==> config.mk <==
export PLATFORM = sky130hd
export DESIGN_NAME = fe_tobytes
export DESIGN_NICKNAME = d
export VERILOG_FILES = /design/src/rtl/fe_pkg.sv /design/src/rtl/fe_limb_carry.sv /design/src/rtl/fe_tobytes.sv
export SDC_FILE = /design/constraint.sdc
export NUM_CORES = 2
export LEC_CHECK = 0
export BUFFER_PORTS_ARGS = -buffer_cell sky130_fd_sc_hd__buf_2
export CORE_MARGIN = 2
export CORE_UTILIZATION = 25
export CTS_BUF_LIST = sky130_fd_sc_hd__clkbuf_4
export DETAILED_ROUTE_END_ITERATION = 8
export PLACE_DENSITY = 0.46
export SETUP_SLACK_MARGIN = 0.05
export SLEW_MARGIN = 20
export SYNTH_ARGS = -nofsm -noshare
export SYNTH_HDL_FRONTEND = slang
export SYNTH_HIERARCHICAL = 1
export SYNTH_SLANG_ARGS = --single-unit
export TNS_END_PERCENT = 20
==> constraint.sdc <==
create_clock -name clk -period 23.5 [get_ports clk]
set_input_delay 1.175 -clock clk [delete_from_list [all_inputs] [get_ports clk]]
set_output_delay 1.175 -clock clk [all_outputs]
set_load 0.03 [all_outputs]
==> src/rtl/fe_pkg.sv <==
// fe_pkg: constants and types shared by the field-element serializer.
// Limb layout follows the radix-2^25.5 representation: even limbs carry
// 26 bits, odd limbs 25 bits, for 255 bits in total.
package fe_pkg;

    localparam int FE_LIMBS = 10;

    // Width of the internal signed arithmetic; wide enough that 32-bit
    // signed input limbs plus carries and 19*q never overflow.
    localparam int DATA_W = 40;

    localparam int LIMB_W   [FE_LIMBS] = '{26, 25, 26, 25, 26, 25, 26, 25, 26, 25};
    localparam int LIMB_OFF [FE_LIMBS] = '{0, 26, 51, 77, 102, 128, 153, 179, 204, 230};

    // Field prime 2^255 - 19.
    localparam logic [255:0] P = (256'd1 << 255) - 256'd19;

    typedef enum logic [2:0] {
        IDLE,
        QRED,
        FOLD,
        CARRY,
        PACK
    } state_t;

endpackage

==> src/rtl/fe_limb_carry.sv <==
// fe_limb_carry: one signed limb step of width w.
// sum = h + cin; c = floor(sum / 2^w); rem = sum - c*2^w (always in [0, 2^w)).
// The quotient reduction uses c with cin = q; the carry chain uses both
// outputs with cin = 0.
module fe_limb_carry
    import fe_pkg::*;
(
    input  logic signed [DATA_W-1:0] h,
    input  logic signed [DATA_W-1:0] cin,
    input  logic        [4:0]        w,
    output logic signed [DATA_W-1:0] c,
    output logic signed [DATA_W-1:0] rem
);

    logic signed [DATA_W-1:0] sum;

    assign sum = h + cin;
    assign c   = sum >>> w;
    assign rem = sum - (c <<< w);

endmodule

==> src/rtl/fe_tobytes.sv <==
// fe_tobytes: serializes a 10-limb signed field element into its canonical
// 32-byte little-endian encoding. The work is sequential: 10 quotient steps,
// one fold of 19*q into limb 0, 10 carry steps, and one pack cycle, giving a
// fixed latency of 22 cycles from the accept edge to done.
// Optional build macro: FE_TOBYTES_CANON_FLAG_EN adds the `canon` output,
// which reports whether the input value was already below p.
module fe_tobytes
    import fe_pkg::*;
(
    input  logic         clk,
    input  logic         rst,
    input  logic         valid,
    input  logic [319:0] z,
    output logic [255:0] out,
    output logic         done,
    output logic         busy
`ifdef FE_TOBYTES_CANON_FLAG_EN
    ,
    output logic         canon
`endif
);

    state_t state, state_nx;

    logic        [3:0]        cnt;
    logic signed [DATA_W-1:0] h [FE_LIMBS];
    logic signed [DATA_W-1:0] q;

    logic signed [DATA_W-1:0] h9_in;
    logic signed [DATA_W-1:0] q_init;
    logic signed [DATA_W-1:0] step_h;
    logic signed [DATA_W-1:0] step_cin;
    logic signed [DATA_W-1:0] step_c;
    logic signed [DATA_W-1:0] step_rem;
    logic        [4:0]        step_w;
    logic                     start;
    logic                     last;
    logic        [255:0]      packed_val;

    function automatic logic signed [DATA_W-1:0] sext_limb(input logic [31:0] v);
        return {{(DATA_W-32){v[31]}}, v};
    endfunction

    // After the carry chain every limb is in [0, 2^w), so its low 26 bits
    // hold the whole value (bit 25 is zero for the 25-bit limbs).
    function automatic logic [255:0] place_limb(input logic signed [DATA_W-1:0] limb,
                                                input int off);
        return 256'(limb[25:0]) << off;
    endfunction

    // A start is refused in the done cycle so a new operation only begins
    // from a clean IDLE cycle.
    assign start    = (state == IDLE) && valid && !done;
    assign last     = (cnt == 4'd9);

    // Initial quotient estimate from the top limb: round(19*h9 / 2^25).
    assign h9_in    = sext_limb(z[319:288]);
    assign q_init   = (h9_in * 40'sd19 + 40'sd16777216) >>> 25;

    // Shared step unit: selected limb, with q fed in only during QRED.
    assign step_h   = h[cnt];
    assign step_cin = (state == QRED) ? q : '0;
    assign step_w   = 5'(LIMB_W[cnt]);

    fe_limb_carry u_step (
        .h   (step_h),
        .cin (step_cin),
        .w   (step_w),
        .c   (step_c),
        .rem (step_rem)
    );

    // Concatenate the normalized limbs at their bit offsets.
    always_comb begin
        packed_val = '0;
        for (int i = 0; i < FE_LIMBS; i++) begin
            packed_val = packed_val | place_limb(h[i], LIMB_OFF[i]);
        end
    end

    // State register for the reduction sequence.
    always_ff @(posedge clk) begin
        if (!rst) begin
            state <= IDLE;
        end else begin
            state <= state_nx;
        end
    end

    // Next-state decode: two fixed 10-step loops bracketed by single-cycle stages.
    always_comb begin
        state_nx = state;
        case (state)
            IDLE:    if (start) state_nx = QRED;
            QRED:    if (last)  state_nx = FOLD;
            FOLD:    state_nx = CARRY;
            CARRY:   if (last)  state_nx = PACK;
            PACK:    state_nx = IDLE;
            default: state_nx = IDLE;
        endcase
    end

    // Step counter, limb registers, quotient and handshake outputs.
    always_ff @(posedge clk) begin
        if (!rst) begin
            cnt  <= '0;
            q    <= '0;
            out  <= '0;
            done <= 1'b0;
            busy <= 1'b0;
            for (int i = 0; i < FE_LIMBS; i++) begin
                h[i] <= '0;
            end
        end else begin
            done <= 1'b0;
            if (done) begin
                busy <= 1'b0;
            end
            case (state)
                IDLE: begin
                    if (start) begin
                        for (int i = 0; i < FE_LIMBS; i++) begin
                            h[i] <= sext_limb(z[32*i +: 32]);
                        end
                        q    <= q_init;
                        cnt  <= '0;
                        busy <= 1'b1;
                    end
                end
                QRED: begin
                    q   <= step_c;
                    cnt <= last ? 4'd0 : cnt + 4'd1;
                end
                FOLD: begin
                    h[0] <= h[0] + q * 40'sd19;
                    cnt  <= '0;
                end
                CARRY: begin
                    // The carry out of limb 9 has no destination: that is the
                    // reduction modulo 2^255.
                    for (int i = 0; i < FE_LIMBS; i++) begin
                        if (4'(i) == cnt) begin
                            h[i] <= step_rem;
                        end else if (4'(i) == cnt + 4'd1) begin
                            h[i] <= h[i] + step_c;
                        end
                    end
                    cnt <= last ? 4'd0 : cnt + 4'd1;
                end
                PACK: begin
                    out  <= packed_val;
                    done <= 1'b1;
                end
                default: ;
            endcase
        end
    end

`ifdef FE_TOBYTES_CANON_FLAG_EN
    // A zero final quotient means no multiple of p had to be removed.
    always_ff @(posedge clk) begin
        if (!rst) begin
            canon <= 1'b0;
        end else if (state == PACK) begin
            canon <= (q == '0);
        end
    end
`endif

endmodule

==> metrics.txt <==
Area after DPL=79,100 um2; H-tree depth=4; Yosys cell types=128; vias per cell=5.85; Ys Warns=6; Post-synth EDFFs=400; CTS tree=yes; Worst Max-Slew Pin Slew=1.28 ns; Post-CTS Hold Fix Bufs=0; Hold WC Path Type=primary input to register; post-route ant nets=0; largest net degree at the start of global routing=94; CP top delay family=compound AO/OA/AOI/OAI gates; Fin. Hold Viols=0; vias in the first global route=70,800; DR WL met3=40,200 um; FF+latch count, synth=709; chip height=538 um; Iter 0 DRT Violations=9,572; RSZ-0062 raised after global routing=no; first-pass GRT wire length=584,000 um; Final Cell Area=82,000 um2; Critical Path AT=12.90 ns; CP Capture Type=register; core area=284,000 um2; Combinational Power Share=61.5%; nets=10,100; cell count after synthesis=8,416; Die W=538 um; setup_tns=0 ns; Setup Skew=0.192 ns; crit path launch type=register; area of the multi-input gates=50,100 um2; clock power share=17.6%; LEAKAGE=34.9 nW; internal power=0.00345 W; CP max stage delay=0.89 ns; hpwl dp=331,000 um; Num Clock Sinks=709; P_sw=0.00410 W; cts bufs inserted=220; Critical Path RT=24.48 ns; sequential power share=21.0%; Max-Cap Viols=0; critical path type=register to register; endpoints failing setup=0; Wirelength per Cell=33.7 um; Skew-Pair Late Insertion Delay=1.36 ns; Resize count post-CTS=0; initial cell density of the core=25.1%; Max Clk Rate=83.9 MHz; Final Critical Period=11.92 ns; Async S/R FF share, synth=0%; worst-path fanout max=42; die area=289,000 um2; Max Slew Vio Count=0; clock buffer depth=4; fill count=30,600; FF/Latch Area=18,200 um2; Primary FF master, synth=edfxtp_1; final period utilization=50.7%; share of layout cells above drive strength 1=15.8%; mapped cell area=71,300 um2; Rows=196; Sw Ratio=54.3%; Crit-path slowest cell=o32ai_1; Slew headroom=14.3%; status=complete, no violations; DRC violations left=0; leading cell type in the layout, fill and taps excluded=nand2_1; GRT Total Usage=28.9%; Pwr Density=92.2 nW/um2; Setup Buffers After CTS=0; IO Pins=581; WL final=434,000 um; VDD IR-drop max=0.0980 mV; met2 WL post-DR=186,000 um; Buf+Inv Stages, Crit Path=5; CTS Root Cell=clkbuf_4; total gr overflow=0; I/O Buffers=580; DR top layer=met5; Metal-1 WL=176,000 um; initial antenna violation count=75; area added between synthesis and finish=15.1%; Worst-path clk slew=0.08 ns; first-pass iteration count of the detailed router=9; vias=75,400; syn avg cell area=8.47 um2; gpl congestion=0.984; most frequent cells in the layout=nand2_1 (913), ha_1 (704), a21oi_1 (664); register area share after synthesis=25.5%
-- power by group through the flow --
| stage | clock [W] | sequential, W | combinational [W] |
|---|---|---|---|
| after floorplan | 0 | 0.00146 | 0.00245 |
| after global placement | 0 | 0.00161 | 0.00446 |
| after detailed placement | 0 | 0.00160 | 0.00445 |
| after CTS | 0.00135 | 0.00158 | 0.00448 |
| after global routing | 0.00141 | 0.00157 | 0.00482 |
| final | 0.00133 | 0.00158 | 0.00465 |
-- final timing paths --
check | slack, ns | to | cells past startpoint | startpoint
worst max-delay path | 11.58 | h[5][39] | 32 | register
worst min-delay path | 0.20 | h[8][2] | 3 | z[258]
worst max register to register | 11.58 | h[5][39] | 32 | register
worst min register to register | 0.46 | out[73] | 2 | out[73]
-- Yosys cell counts (28+ instances only) --
| master | number | area, um2 |
|---|---|---|
| o21bai_1 | 67 | 503 |
| a21boi_0 | 298 | 2240 |
| a222oi_1 | 29 | 290 |
| xnor2_1 | 228 | 2000 |
| nor3_1 | 114 | 571 |
| nand2b_1 | 76 | 475 |
| o21a_1 | 82 | 616 |
| a221o_1 | 43 | 430 |
| nand3_1 | 143 | 716 |
| nand4_1 | 74 | 463 |
| o31ai_1 | 48 | 360 |
| clkbuf_1 | 402 | 1510 |
| a211oi_1 | 146 | 1100 |
| buf_1 | 59 | 221 |
| nor2b_1 | 115 | 719 |
| xor2_1 | 189 | 1660 |
| o221ai_1 | 28 | 245 |
| inv_1 | 493 | 1850 |
| a31oi_1 | 76 | 475 |
| nand2_1 | 919 | 3450 |
| a21o_1 | 290 | 2180 |
| mux2i_1 | 91 | 911 |
| mux4_2 | 105 | 2360 |
| o211ai_1 | 62 | 465 |
| or3_1 | 34 | 213 |
| nor2_1 | 409 | 1540 |
| a21oi_1 | 675 | 3380 |
| fa_1 | 113 | 2260 |
| dfxtp_1 | 309 | 6190 |
| o21ai_0 | 603 | 3020 |
| ha_1 | 704 | 8810 |
| a221oi_1 | 67 | 587 |
| and2_1 | 85 | 532 |
| a22oi_1 | 267 | 2000 |
| edfxtp_1 | 400 | 12000 |
| and3_1 | 59 | 369 |
-- area by class of cell --
class	count	share of cell area (%)
Multi-Input combinational cell	6730	61.1
Sequential cell	709	22.2
Tap cell	3762	5.74
Timing Repair Buffer	753	5.13
Clock buffer	329	3.01
Inverter	499	2.29
Clock inverter	64	0.423
Antenna cell	40	0.122
-- per-stage QoR --
step | hold slack (ns) | std cells | setup slack, ns | total power [W] | util, %
after floorplan | 0.543 | 8426 | 14.68 | 0.00391 | -
after global placement | 0.451 | 12500 | 11.73 | 0.00607 | 27.8
after detailed placement | 0.457 | 12500 | 11.83 | 0.00605 | 27.8
after CTS | 0.0862 | 12800 | 11.76 | 0.00741 | 28.8
after global routing | 0.174 | 12900 | 11.20 | 0.00780 | 28.8
final | 0.200 | 12900 | 11.58 | 0.00756 | 28.9
-- sequential cells by signal, summed over array words and instances, names as in the netlist, named ones only --
| signal | cells |
|---|---|
| cnt | 4 |
| state | 3 |
| done | 1 |
| q | 40 |
| busy | 1 |
| h | 400 |
| out | 256 |
-- kinds of logic (layout without fill, tap and decap cells) --
group	Yosys count	after routing	share of synthesized area (%)
XOR/XNOR	421	421	5.23
AO/OA/AOI/OAI	3096	3096	29.3
adder cells (fa/ha/maj)	817	817	15.5
other	2	52	0.0105
flip-flops	709	709	25.5
buffers and inverters	987	1645	5.26
multiplexers	213	213	4.91
AND/OR/NAND/NOR	2171	2171	14.2
-- tightest hold or removal path: cells and delay by family --
family                 cells  cell delay, ns
AOI/OAI and AO/OA          2            0.11
buffers and inverters      1            0.08
-- per-layer routing --
metal | vias up | track usage [%]
met5 | - | 0
met4 | 24 | 19.1
met3 | 939 | 5.54
met2 | 4425 | 43.5
met1 | 37400 | 37.4
li1 | 32600 | -
No activity file was read; power rests on OpenSTA's default activity.
